`src/rtl/loop_drv_pkg.sv`:
```
// Shared types and constants for the loop driver dead-time controller.
//   loop_dt_state_t : controller state encoding
//   FC_NONE/FC_TMO/FC_SHOOT : values reported on fault_code
package loop_drv_pkg;

    typedef enum logic [2:0] {
        OFF,
        WAIT_OFF,
        DEAD,
        TOP_ON,
        BOT_ON,
        FAULT
    } loop_dt_state_t;

    localparam logic [1:0] FC_NONE  = 2'b00;
    localparam logic [1:0] FC_TMO   = 2'b01;
    localparam logic [1:0] FC_SHOOT = 2'b10;

endpackage

```
`src/rtl/loop_fb_sync.sv`:
```
// Two-flop synchronizer for one asynchronous gate-feedback bit.
//   clk : destination clock
//   rst : asynchronous active-high reset, clears both stages
//   d   : asynchronous input
//   q   : synchronized output, 2 cycles of latency
module loop_fb_sync (
    input  logic clk,
    input  logic rst,
    input  logic d,
    output logic q
);

    logic meta;

    always_ff @(posedge clk or posedge rst) begin
        if (rst) begin
            meta <= 1'b0;
            q    <= 1'b0;
        end else begin
            meta <= d;
            q    <= meta;
        end
    end

endmodule

```
`src/rtl/loop_deadtime_ctrl.sv`:
```
// Break-before-make controller for the loop driver's top/bottom gate pair.
// Turns the pwm request into non-overlapping gate enables, waiting for the
// sensed gate feedback to show both gates off plus a configurable dead time
// before turning the opposite gate on. Latches a fault on a gate-off timeout
// or when both gates are sensed on together.
//   clk, rst   : clock, asynchronous active-high reset
//   enable     : run request, 0 forces both enables off
//   pwm        : 1 requests top on, 0 requests bottom on
//   dt_cfg     : dead time in cycles (0 behaves as 1), sampled on DEAD entry
//   top_fb     : sensed top gate state (asynchronous)
//   bot_fb     : sensed bottom gate state (asynchronous)
//   fault_clr  : pulse that clears a latched fault
//   top_en     : top gate enable (registered)
//   bot_en     : bottom gate enable (registered)
//   fault      : fault latched
//   fault_code : 00 none, 01 timeout, 10 shoot-through
//   sw_cnt     : count of TOP_ON/BOT_ON entries, wrapping
module loop_deadtime_ctrl
    import loop_drv_pkg::*;
#(
    parameter int unsigned DT_W  = 6,
    parameter int unsigned TMO   = 64,
    parameter int unsigned CNT_W = 16
) (
    input  logic             clk,
    input  logic             rst,
    input  logic             enable,
    input  logic             pwm,
    input  logic [DT_W-1:0]  dt_cfg,
    input  logic             top_fb,
    input  logic             bot_fb,
    input  logic             fault_clr,
    output logic             top_en,
    output logic             bot_en,
    output logic             fault,
    output logic [1:0]       fault_code,
    output logic [CNT_W-1:0] sw_cnt
);

    localparam int unsigned TMO_W = $clog2(TMO + 1);

    loop_dt_state_t   state;
    logic             top_fb_s;
    logic             bot_fb_s;
    logic             shoot;
    logic [TMO_W-1:0] tmo_cnt;
    logic [DT_W-1:0]  dead_cnt;
    logic [DT_W-1:0]  dead_load;

    loop_fb_sync u_top_sync (
        .clk (clk),
        .rst (rst),
        .d   (top_fb),
        .q   (top_fb_s)
    );

    loop_fb_sync u_bot_sync (
        .clk (clk),
        .rst (rst),
        .d   (bot_fb),
        .q   (bot_fb_s)
    );

    always_comb begin
        shoot     = top_fb_s & bot_fb_s;
        dead_load = (dt_cfg == '0) ? DT_W'(1) : dt_cfg;
    end

    // Enables/fault default low each cycle and are re-asserted only by the
    // branch that lands in (or stays in) their state, so they always match
    // the registered state without a separate decode.
    always_ff @(posedge clk or posedge rst) begin
        if (rst) begin
            state      <= OFF;
            top_en     <= 1'b0;
            bot_en     <= 1'b0;
            fault      <= 1'b0;
            fault_code <= FC_NONE;
            sw_cnt     <= '0;
            tmo_cnt    <= '0;
            dead_cnt   <= '0;
        end else begin
            top_en <= 1'b0;
            bot_en <= 1'b0;
            fault  <= 1'b0;
            if (state != FAULT && shoot) begin
                state      <= FAULT;
                fault      <= 1'b1;
                fault_code <= FC_SHOOT;
            end else if (state != FAULT && !enable) begin
                state <= OFF;
            end else begin
                case (state)
                    OFF: begin
                        if (enable) begin
                            state   <= WAIT_OFF;
                            tmo_cnt <= '0;
                        end
                    end
                    WAIT_OFF: begin
                        if (!top_fb_s && !bot_fb_s) begin
                            state    <= DEAD;
                            dead_cnt <= dead_load;
                        end else if (tmo_cnt == TMO_W'(TMO)) begin
                            state      <= FAULT;
                            fault      <= 1'b1;
                            fault_code <= FC_TMO;
                        end else begin
                            tmo_cnt <= tmo_cnt + TMO_W'(1);
                        end
                    end
                    DEAD: begin
                        if (dead_cnt == DT_W'(1)) begin
                            if (pwm) begin
                                state  <= TOP_ON;
                                top_en <= 1'b1;
                            end else begin
                                state  <= BOT_ON;
                                bot_en <= 1'b1;
                            end
                            sw_cnt <= sw_cnt + CNT_W'(1);
                        end else begin
                            dead_cnt <= dead_cnt - DT_W'(1);
                        end
                    end
                    TOP_ON: begin
                        if (!pwm) begin
                            state   <= WAIT_OFF;
                            tmo_cnt <= '0;
                        end else begin
                            top_en <= 1'b1;
                        end
                    end
                    BOT_ON: begin
                        if (pwm) begin
                            state   <= WAIT_OFF;
                            tmo_cnt <= '0;
                        end else begin
                            bot_en <= 1'b1;
                        end
                    end
                    FAULT: begin
                        // A live shoot-through condition blocks the clear.
                        if (fault_clr && !shoot) begin
                            state      <= OFF;
                            fault_code <= FC_NONE;
                        end else begin
                            fault <= 1'b1;
                        end
                    end
                    default: state <= OFF;
                endcase
            end
        end
    end

endmodule

```
`config.mk`:
```
export PLATFORM = sky130hd
export DESIGN_NAME = loop_deadtime_ctrl
export DESIGN_NICKNAME = d
export VERILOG_FILES = /design/src/rtl/loop_drv_pkg.sv /design/src/rtl/loop_fb_sync.sv /design/src/rtl/loop_deadtime_ctrl.sv
export SDC_FILE = /design/constraint.sdc
export NUM_CORES = 1
export LEC_CHECK = 0
export ABC_AREA = 0
export CAP_MARGIN = 20
export CORE_MARGIN = 4
export CORE_UTILIZATION = 54
export CTS_CLUSTER_SIZE = 10
export DETAILED_ROUTE_END_ITERATION = 8
export PLACE_DENSITY_LB_ADDON = 0.15
export SLEW_MARGIN = 20
export SYNTH_ARGS = -nofsm -noshare
export SYNTH_HDL_FRONTEND = slang
export SYNTH_SLANG_ARGS = --single-unit
```
`constraint.sdc`:
```
create_clock -name clk -period 2.97 [get_ports clk]
set_input_delay 0.594 -clock clk [delete_from_list [all_inputs] [get_ports clk]]
set_output_delay 0.594 -clock clk [all_outputs]
set_load 0.01 [all_outputs]
```
**After elaboration in Yosys (flattened, before gate mapping)**

Index checks and enable logic that the tools add are counted.

- Add/subtract/negate cells: 3
- Equality and inequality tests: 25
- Muxes and demuxes: 43
- Bitwise operators: 3
- Reduce and logical (&&, ||, !) cells: 18

Operators by type and width:

| operator | count |
|---|---|
| $mux W7 | 5 |
| $mux W3 | 10 |
| $pmux W7 S4 | 1 |
| $ne A4 B4 Y1 const B | 5 |
| $mux W6 | 3 |
| $pmux W3 S6 | 1 |
| $add A16 B1 Y16 const B | 1 |
| $ne A2 B2 Y1 const B | 8 |
| $mux W1 | 13 |
| $ne A3 B3 Y1 const B | 4 |
| $pmux W6 S2 | 1 |
| $mux W2 | 5 |
| $reduce_and A5 Y1 | 2 |
| $reduce_and A8 Y1 | 1 |
| $add A7 B1 Y7 const B | 1 |
| $eq A7 B7 Y1 const B | 1 |
| $eq A3 B2 Y1 const B | 2 |
| $eq A3 B3 Y1 const B | 2 |
| $eq A6 B1 Y1 const B | 1 |
| $logic_not A6 Y1 | 1 |
| $pmux W1 S2 | 3 |
| $reduce_and A6 Y1 | 1 |
| $sub A6 B1 Y6 const B | 1 |
| $ne A5 B5 Y1 const B | 1 |
| other kinds (11) | 18 |

- Register bits: 41
- Input bits: 13
- Output and inout port bits: 21

**Depth between registers and ports, before layout**

Gate-level depths: netlist of run 1.

- Depth after elaboration: 7
- Mapped depth: 6

**Hierarchy**

Synthesis of run 1 repeated with hierarchy kept, for this count alone.

- Cell total of the unflattened synthesis: 241
- Area, all modules: 2,240.9 um2

Modules (own cells, without submodules):

| module | instances | cells each | area an instance (um2) |
|---|---|---|---|
| loop_deadtime_ctrl | 1 | 235 | 2,133.3 |
| loop_fb_sync | 2 | 3 | 53.8 |

**Least setup slack after synthesis of run 1**

OpenSTA, ideal clock, no wires.

- Kind: register to register
- Start point: register tmo_cnt[3]
- End point: register fault_code[1]
- Arrival time: 1.932 ns
- Required time: 2.851 ns
- Setup slack: 0.919 ns
- Stages on the path, launching flop included: 5
- Buffers on the path: 0
- Cells stage by stage: dfrtp_1 > or4_4 > or4b_1 > a211o_1 > a21o_2

- Cells in the longest elaborated chain, start to end: 3

Ends and longest elaborated chain:

| what | RTL line | source |
|---|---|---|
| start, declared | loop_deadtime_ctrl.sv:46 | `logic [TMO_W-1:0] tmo_cnt;` |
| start signal, assigned | loop_deadtime_ctrl.sv:109 | `tmo_cnt <= tmo_cnt + TMO_W'(1);` |
| $eq A7 B7 Y1 | loop_deadtime_ctrl.sv:104 | `end else if (tmo_cnt == TMO_W'(TMO)) begin` |
| $ne A3 B3 Y1 (no source line) | n/a |  |
| $reduce_and A5 Y1 (no source line) | n/a |  |
| end signal, assigned | loop_deadtime_ctrl.sv:89 | `fault_code <= FC_SHOOT;` |
| end signal, assigned | loop_deadtime_ctrl.sv:107 | `fault_code <= FC_TMO;` |
| end signal, assigned | loop_deadtime_ctrl.sv:146 | `fault_code <= FC_NONE;` |
| end, declared | loop_deadtime_ctrl.sv:36 | `output logic [1:0] fault_code,` |

No other way between the ends.
A chain may end at the register's enable or synchronous reset.

**Final worst setup path of run 1**

- Start point: input port enable
- End point: register dead_cnt[1]

- Cells in the longest elaborated chain, start to end: 4

Ends and longest elaborated chain:

| what | RTL line | source |
|---|---|---|
| start, declared | loop_deadtime_ctrl.sv:27 | `input logic enable,` |
| $logic_not A1 Y1 | loop_deadtime_ctrl.sv:90 | `end else if (state != FAULT && !enable) begin` |
| $logic_and A1 B1 Y1 | loop_deadtime_ctrl.sv:90 |  |
| $not A1 Y1 (no source line) | n/a |  |
| $reduce_and A5 Y1 (no source line) | n/a |  |
| end signal, assigned | loop_deadtime_ctrl.sv:103 | `dead_cnt <= dead_load;` |
| end signal, assigned | loop_deadtime_ctrl.sv:123 | `dead_cnt <= dead_cnt - DT_W'(1);` |
| end, declared | loop_deadtime_ctrl.sv:47 | `logic [DT_W-1:0] dead_cnt;` |

No other way between the ends.

==> impl_metrics.tcl, run 1 <==
set metrics [dict create \
    status "complete, no violations" \
    worst_slack_ps 582 \
    rows 23 \
    track_usage_pct 21.0 \
    dr.pass1.iters 4 \
    ys_warn_count 0 \
    drv_cap 0 \
    design.die.area_um2 5400 \
    final_cell_mix "dfrtp_1 (41), clkdlybuf4s50_1 (33), nor2_1 (17)" \
    clkSlewWorstSetupHoldPaths_ps 70 \
    worstSetupPathType "in -> reg" \
    antenna_cells 0 \
    period_minus_slack_ps 2390 \
    avgSynthCellArea_um2 9.60 \
    synthArstFlopShare_pct 100 \
    finalWirelength_um 5240 \
    irDropWorstVdd_mv 0.431 \
    yosysTopAreaCell "dfrtp_1" \
    post-cts-setup-buffers 0 \
    yosys_most_used_dff "dfrtp_1" \
    worstMarginPinSlew_ps 651 \
    hold_path_class "reg -> reg" \
    cts_resized 0 \
    grt-ovfl-total 0 \
    gp_congestion 0.905 \
    worst-path-max-fanout 7 \
    clock-sinks 41 \
    fin_hold_ws_ps 365 \
    end_kind "register" \
    cts_tree "built" \
    grt_pass1_vias 1917 \
    netlist.area_leader.share_pct 44.3 \
    startpoint_type "primary input" \
    drc_errors 0 \
    vias 1979 \
    clock_path_buffers 2 \
    cts_hold_buf 0 \
    start_util_pct 57.0 \
    io_pins 34 \
    timing.fmax_mhz 419 \
    synth_nets 259 \
    ctsHtreeMaxLevel 2 \
    yosysUniqueCellTypes 59 \
    area_delta_synth_final_pct 21.1 \
    antenna_found_initial 0 \
    critical_path_arrival_ps 2560 \
    slew_violations 0 \
    synthCells 241 \
    fp.dieW_um 73.5 \
    clk_latency_ps 290 \
    cp.required_ps 3140 \
    layout_commonest_cell "dfrtp_1" \
    synth_seq_cells 41 \
    period_share_pct 80.4 \
    yosys-top-cells-area "dfrtp_1 (44%), xor2_1 (3.4%), a21oi_1 (2.8%)" \
    rsz0062_at_grt "no" \
    wire_per_inst_um 15.8 \
    synth_edf_count 0 \
    drive_gt1_share_pct 9.96 \
    ys_seq_area_share_pct 44.3 \
    final_util_pct 69.1 \
    dpl_worst_slack_ps 309 \
    fin_skew_ps 9.43 \
    power_mw 1.85 \
    drtIter0Drc 193 \
    final_antenna_net_count 0 \
    powerDensity_nw_per_um2 659 \
    cts-root-buf "clkbuf_8" \
    syn-cell-area_um2 2310 \
    dp_hpwl_um 3800 \
    grt_pass1_wl_um 8900 \
    setup_viol 0 \
    cts_buffers 5 \
    final_net_count 298 \
    core-area_um2 4060 \
    tns_ps 0 \
    final_hold_viol_count 0 \
    p_leak_nw 1.22 \
    via_per_inst 5.98 \
    grt_max_degree 42 \
    maxSlewHeadroom_pct 56.6 \
    die_h_um 73.5 \
    io_buffers 33 \
]
==> per-layer routing <==
layer	GRT usage, %	vias to the layer above	wire length, um	share of wire, %
met5	0	-	0	0
met4	6.44	0	58	1.1
met3	4.51	7	333	6.4
met2	31.9	67	2410	46
met1	30.1	943	2430	46
li1	-	962	-	-
==> state kept, by name (all words and copies together), names as in the netlist <==
register         cells
dead_cnt             6
u_bot_sync.q         1
top_en               1
sw_cnt              16
fault                1
u_bot_sync.meta      1
tmo_cnt              7
u_top_sync.q         1
bot_en               1
fault_code           2
state                3
u_top_sync.meta      1
==> critical path: stages <==
cell	delay [ps]
clkdlybuf4s50_1	590
a21boi_1	500
nor2_1	260
a21oi_2	260
mux2_2	360
==> cells by family after synthesis <==
group                    synth area share (%)
AO/OA/AOI/OAI                            20.3
XOR/XNOR                                 5.68
adder cells (fa/ha/maj)                  2.70
buffers and inverters                    3.84
flip-flops                               44.3
multiplexers                             2.27
AND/OR/NAND/NOR                          20.8
==> cell usage after synthesis (3+ instances only) <==
master and n:
dfrtp_1 41, nor2_1 17, inv_1 16, a21oi_1 13, nand2_1 13, nand3_1 11, o21ai_0 10, a31oi_1 9
xor2_1 9, o22ai_1 7, nor3_1 6, xnor2_1 6, ha_1 5, a2bb2oi_1 4, nor2b_1 4, nor4_1 4
and2_1 3, and3_1 3, clkbuf_1 3, mux2i_1 3, o2111ai_1 3
==> per-stage QoR <==
stage | instance area (um^2) | cells
floorplan | 2310 | 241
global placement | 2720 | 323
detailed placement | 2720 | 323
CTS | 2800 | 331
global route | 2800 | 331
finish | 2800 | 331
==> layout make-up <==
| class | count | area [um^2] |
|---|---|---|
| timing repair buffer | 39 | 375 |
| multi-input combinational | 177 | 1200 |
| inverter | 16 | 60.1 |
| clock buffer | 8 | 80.1 |
| tap | 50 | 62.6 |
| sequential | 41 | 1030 |
| fill | 333 | 1250 |
==> power by group <==
group / internal, mW / switching, mW
clock: 0.167 / 0.178
combinational: 0.321 / 0.375
sequential: 0.660 / 0.146
==> path summary, 6_finish.rpt <==
kind | start | endpoint | slack [ps] | depth (start not counted)
min reg2reg | u_bot_sync.meta$_DFF_PP0_ | u_bot_sync.q$_DFF_PP0_ | 370 | 0
min in group asynchronous | rst | tmo_cnt[1]$_DFFE_PP0P_ | 750 | 3
max | enable | dead_cnt[1]$_DFFE_PP0P_ | 580 | 5
max in group asynchronous | rst | u_top_sync.q$_DFF_PP0_ | 1870 | 3
min | u_bot_sync.meta$_DFF_PP0_ | u_bot_sync.q$_DFF_PP0_ | 370 | 0
max reg2reg | state[2]$_DFFE_PP0P_ | tmo_cnt[3]$_DFFE_PP0P_ | 710 | 4
Power figures use the tool's default switching activity.
==> run 2: changes to the inputs <==
CORE_UTILIZATION = 49   (was 54)
clock period = 1.9 ns   (was 2.97 ns; I/O delays follow)
==> impl_metrics.tcl, run 2 (synthesized netlist as in run 1, its figures left out) <==
set metrics [dict create \
    largest_reg_flops 16 \
    p_leak_nw 1.46 \
    final_hold_viol_count 0 \
    rows 24 \
    final_net_count 334 \
    seqCellArea_um2 1030 \
    finalWirelength_um 6200 \
    dpl_worst_slack_ps -261 \
    antenna_found_initial 0 \
    startpoint "tmo_cnt[5]$_DFFE_PP0P_" \
    r2r_start "tmo_cnt[5]$_DFFE_PP0P_" \
    area_delta_synth_final_pct 41.3 \
    critical_path_arrival_ps 2240 \
    worstMarginPinSlew_ps 623 \
    grt_pass1_wl_um 10200 \
    max_stage_delay_ps 530 \
    dr.pass1.iters 4 \
    dp_cells 360 \
    via_per_inst 5.89 \
    num-fill-cells 325 \
    track_usage_pct 21.5 \
    cts_buffers 5 \
    timing.fmax_mhz 489 \
    multi_input_area_um2 1320 \
    final_cells 369 \
    worst_slack_ps -143 \
    cp.required_ps 2100 \
    slowest_stage "or4_4" \
    maxSlewHeadroom_pct 58.4 \
    period_minus_slack_ps 2040 \
    final_cell_mix "dfrtp_1 (41), buf_4 (40), clkdlybuf4s50_1 (33)" \
    crit_chain "or4_4 > or4b_4 > a211o_1 > a21o_2" \
    worst-path-max-fanout 2 \
    irDropWorstVdd_mv 0.623 \
    wire_per_inst_um 16.8 \
    grt_max_degree 42 \
    end_kind "register" \
    hold_path_class "reg -> reg" \
    core-area_um2 4470 \
    startpoint_type "register" \
    worstSetupPathType "reg -> reg" \
    powerDensity_nw_per_um2 1140 \
    clk_latency_ps 310 \
    design.die.area_um2 5880 \
    cp_top_family "simple AND/OR/NAND/NOR gates" \
    drive_gt1_share_pct 24.6 \
    fp.dieW_um 76.7 \
    drtIter0Drc 177 \
    final_antenna_net_count 0 \
    layout_commonest_cell "dfrtp_1" \
    grt_pass1_vias 2110 \
    violations "setup timing" \
    clock-sinks 41 \
    drv_cap 0 \
    regMostFlops "sw_cnt" \
    io_buffers 33 \
    setup_viol 4 \
    dp_hpwl_um 4320 \
    antenna_cells 0 \
    crit_buf_inv 0 \
    cts_tree "built" \
    clkSlewWorstSetupHoldPaths_ps 80 \
    die_h_um 76.7 \
    slew_violations 0 \
    hold_start "u_top_sync.meta$_DFF_PP0_" \
    ctsHtreeMaxLevel 2 \
    gp_congestion 0.824 \
    grt-ovfl-total 0 \
    rsz0062_at_grt "yes" \
    drc_errors 0 \
    fin_skew_ps 7.27 \
    period_share_pct 108 \
    cts-root-buf "clkbuf_8" \
    fin_hold_ws_ps 357 \
    reg_top3 "sw_cnt x16, tmo_cnt x7, dead_cnt x6" \
    vias 2175 \
    io_pins 34 \
    start_util_pct 51.7 \
    clock_path_buffers 2 \
    status "finished with violations" \
]
-- run 2: cell types whose count changed in the layout (fill, tap and decap cells not counted), sizes merged --
cell,change
clkbuf,-3
bufinv,+2
inv,+1
buf,+36
-- run 2: worst paths after layout --
check	end	cells after the start	slack, ps
setup / recovery	fault_code[1]$_DFFE_PP0P_	4	-140
setup reg to reg	fault_code[1]$_DFFE_PP0P_	4	-140
min in group asynchronous	dead_cnt[4]$_DFFE_PP0P_	3	430
hold / removal	u_top_sync.q$_DFF_PP0_	0	360
max in group asynchronous	top_en$_DFF_PP0_	3	1280
hold reg to reg	u_top_sync.q$_DFF_PP0_	0	360
-- run 2: power by group --
group / switching [mW] / internal (mW)
Sequential: 0.126 / 1.03
Combinational: 0.877 / 0.815
Clock: 0.337 / 0.529
-- run 2: through the flow --
stage | setup TNS (ps) | cell area [um^2] | utilization, % | power, mW
after global placement | -2970 | 3030 | 67.8 | 2.66
after global routing | -521 | 3270 | 73.1 | 3.94
final | -256 | 3270 | 73.1 | 3.72
after CTS | -235 | 3210 | 71.7 | 3.64
after floorplan | -185 | 2360 | - | 2.05
after detailed placement | -3930 | 3030 | 67.8 | 2.71
-- run 2: final cells by class --
cell class / instances / share of cell area, %
multi-input cells: 177 / 40.3
well taps: 52 / 1.99
clock inverters: 3 / 2.10
flip-flops and latches: 41 / 31.4
clock buffers: 5 / 2.10
repair buffers: 75 / 20.2
inverters: 16 / 1.84
-- run 2: what timing repair did --
action	4_1_cts	5_1_grt
hold buffers	0	0
gates resized for setup	5	10
endpoints found under the setup margin	17	25
buffers inserted	0	2
pin swaps	0	4
-- run 2: metal layers --
metal  wire length (um)  global-route usage [%]  part of all wire (%)  vias up
met1               2770                    29.1                    45     1049
met3                324                    5.04                   5.2        7
met4                 80                    6.16                   1.3        0
li1                   -                       -                     -     1040
met2               3030                    34.3                    49       79
met5                  0                       0                     0        -
==> run 3: changes to the inputs <==
ABC_AREA = 1   (was 0)
CORE_UTILIZATION = 55   (was 49)
clock period = 2.1 ns   (was 1.9 ns; I/O delays follow)
==> impl_metrics.tcl, run 3 <==
set metrics [dict create \
    syn-cell-area_um2 2460 \
    synth_xor_area_share_pct 4.26 \
    via_per_inst 5.10 \
    synthCells 352 \
    drtIter0Drc 139 \
    final_cells 446 \
    crit_chain "clkdlybuf4s50_1" \
    finalWirelength_um 5100 \
    track_usage_pct 20.3 \
    ys_warn_count 0 \
    yosys-top-cells-count "nand2_1 (122), nor2_1 (50), dfrtp_1 (41)" \
    dp_hpwl_um 3900 \
    switchingPower_mw 1.03 \
    worstSetupPathType "reg -> out" \
    rows 24 \
    clkSlewWorstSetupHoldPaths_ps 80 \
    regMostFlops "sw_cnt" \
    io_pins 34 \
    max_stage_delay_ps 570 \
    ys_seq_area_share_pct 41.6 \
    die_h_um 74.9 \
    fin_skew_ps 6.47 \
    largest_reg_flops 16 \
    clock_power_share_pct 19.6 \
    synth.area.mux_share_pct 0 \
    vias 2276 \
    synth_seq_cells 41 \
    worst_slack_ps 376 \
    status "complete, no violations" \
    hold_path_class "reg -> reg" \
    core-area_um2 4350 \
    synth_top_family_by_area "simple AND/OR/NAND/NOR gates" \
    worst-path-max-fanout 6 \
    netlist.area_leader.share_pct 41.6 \
    io_buffers 33 \
    powerDensity_nw_per_um2 870 \
    grt-ovfl-total 0 \
    area_delta_synth_final_pct 19.8 \
    ctsHtreeMaxLevel 2 \
    seq_power_share_pct 41.6 \
    antenna_cells 0 \
    synthArstFlopShare_pct 100 \
    power_mw 2.57 \
    final_hold_viol_count 0 \
    startpoint_type "register" \
    wire_per_inst_um 11.4 \
    num-fill-cells 392 \
    crit_buf_inv 1 \
    cp.required_ps 1680 \
    switching_share_pct 40.1 \
    synth_most_common_cell "nand2_1" \
    yosys.area_share.simple_pct 38.4 \
    clock_path_buffers 2 \
    antenna_found_initial 0 \
    setup_viol 0 \
    cts_resized 0 \
    slew_violations 0 \
    yosys_most_used_dff "dfrtp_1" \
    dpl_cell_area_um2 2870 \
    cp_top_family "buffers and inverters" \
    dp_cells 438 \
    cts_tree "built" \
    final_cell_mix "nand2_1 (122), nor2_1 (50), dfrtp_1 (41)" \
    grt_pass1_wl_um 8850 \
    worstMarginPinSlew_ps 503 \
    design.die.area_um2 5620 \
    cts-root-buf "clkbuf_8" \
    gp_congestion 0.843 \
    final_util_pct 67.8 \
    yosys-top-cells-area "dfrtp_1 (42%), nand2_1 (19%), nor2_1 (7.6%)" \
    yosys.area_share.adder_pct 2.54 \
    pwr-share-comb_pct 38.8 \
    tns_ps 0 \
    end_kind "output port" \
    dpl_worst_slack_ps 201 \
    drc_errors 0 \
    timing.fmax_mhz 580 \
    period_share_pct 82.1 \
    grt_max_degree 42 \
    cts_buffers 5 \
    final_net_count 411 \
    start_util_pct 56.6 \
    yosysTopAreaCell "dfrtp_1" \
    fin_hold_ws_ps 352 \
    drive_gt1_share_pct 7.11 \
    p_int_mw 1.54 \
    irDropWorstVdd_mv 0.574 \
    dr.pass1.iters 4 \
    final_antenna_net_count 0 \
    reg_top3 "sw_cnt x16, tmo_cnt x7, dead_cnt x6" \
    layout_commonest_cell "nand2_1" \
    fp.dieW_um 74.9 \
    clock-sinks 41 \
    yosysUniqueCellTypes 27 \
    synth_edf_count 0 \
    grt_pass1_vias 2148 \
    clk_latency_ps 300 \
    post-cts-setup-buffers 0 \
    avgSynthCellArea_um2 7.00 \
    period_minus_slack_ps 1720 \
    synth_compound_area_share_pct 5.84 \
    drv_cap 0 \
    post-route-cell-area_um2 2950 \
    p_leak_nw 1.46 \
    critical_path_arrival_ps 1300 \
    rsz0062_at_grt "no" \
    slowest_stage "clkdlybuf4s50_1" \
    cts_hold_buf 0 \
    synth_nets 370 \
    maxSlewHeadroom_pct 66.5 \
]
## run 3: final cells by class
type,instances,area (um^2),area share [%]
clock buffer,6,72.6,2.46
clock inverter,2,10.0,0.339
inverter,39,146,4.96
multi-input combinational,267,1260,42.6
sequential,41,1030,34.7
tap,52,65.1,2.20
timing repair buffer,39,375,12.7
## run 3: power groups by stage
stage	clock network, mW	logic, mW	registers [mW]
3_3_place_gp	0	0.964	1.08
4_1_cts	0.521	1.00	1.06
6_report	0.504	0.996	1.07
3_5_place_dp	0	1.00	1.08
5_1_grt	0.544	1.14	1.09
2_1_floorplan	0	0.735	1.05
## run 3: path summary, 6_finish.rpt
check | startpoint | end | slack (ps) | depth (start not counted)
worst min-delay path | u_top_sync.meta$_DFF_PP0_ | u_top_sync.q$_DFF_PP0_ | 350 | 0
worst max register to register | tmo_cnt[0]$_DFFE_PP0P_ | tmo_cnt[1]$_DFFE_PP0P_ | 470 | 10
worst max-delay path | sw_cnt[11]$_DFFE_PP0P_ | sw_cnt[11] | 380 | 1
worst min register to register | u_top_sync.meta$_DFF_PP0_ | u_top_sync.q$_DFF_PP0_ | 350 | 0
min in group asynchronous | rst | sw_cnt[2]$_DFFE_PP0P_ | 550 | 3
max in group asynchronous | rst | state[1]$_DFFE_PP0P_ | 1210 | 3
## run 3: kinds of logic (layout without fill, tap and decap cells)
group           count (synthesis)  in the layout
compound gates                 27             27
xor+xnor                       12             12
fa+ha+maj                       5              5
buf+inv                        44             86
flops                          41             41
simple gates                  223            223
## run 3: layer usage
metal	GRT usage, %	vias to the layer above	share of wire, %
li1	-	1193	-
met3	4.81	8	6.0
met2	34.7	57	48
met4	7.91	0	1.7
met1	24.7	1018	45
met5	0	-	0
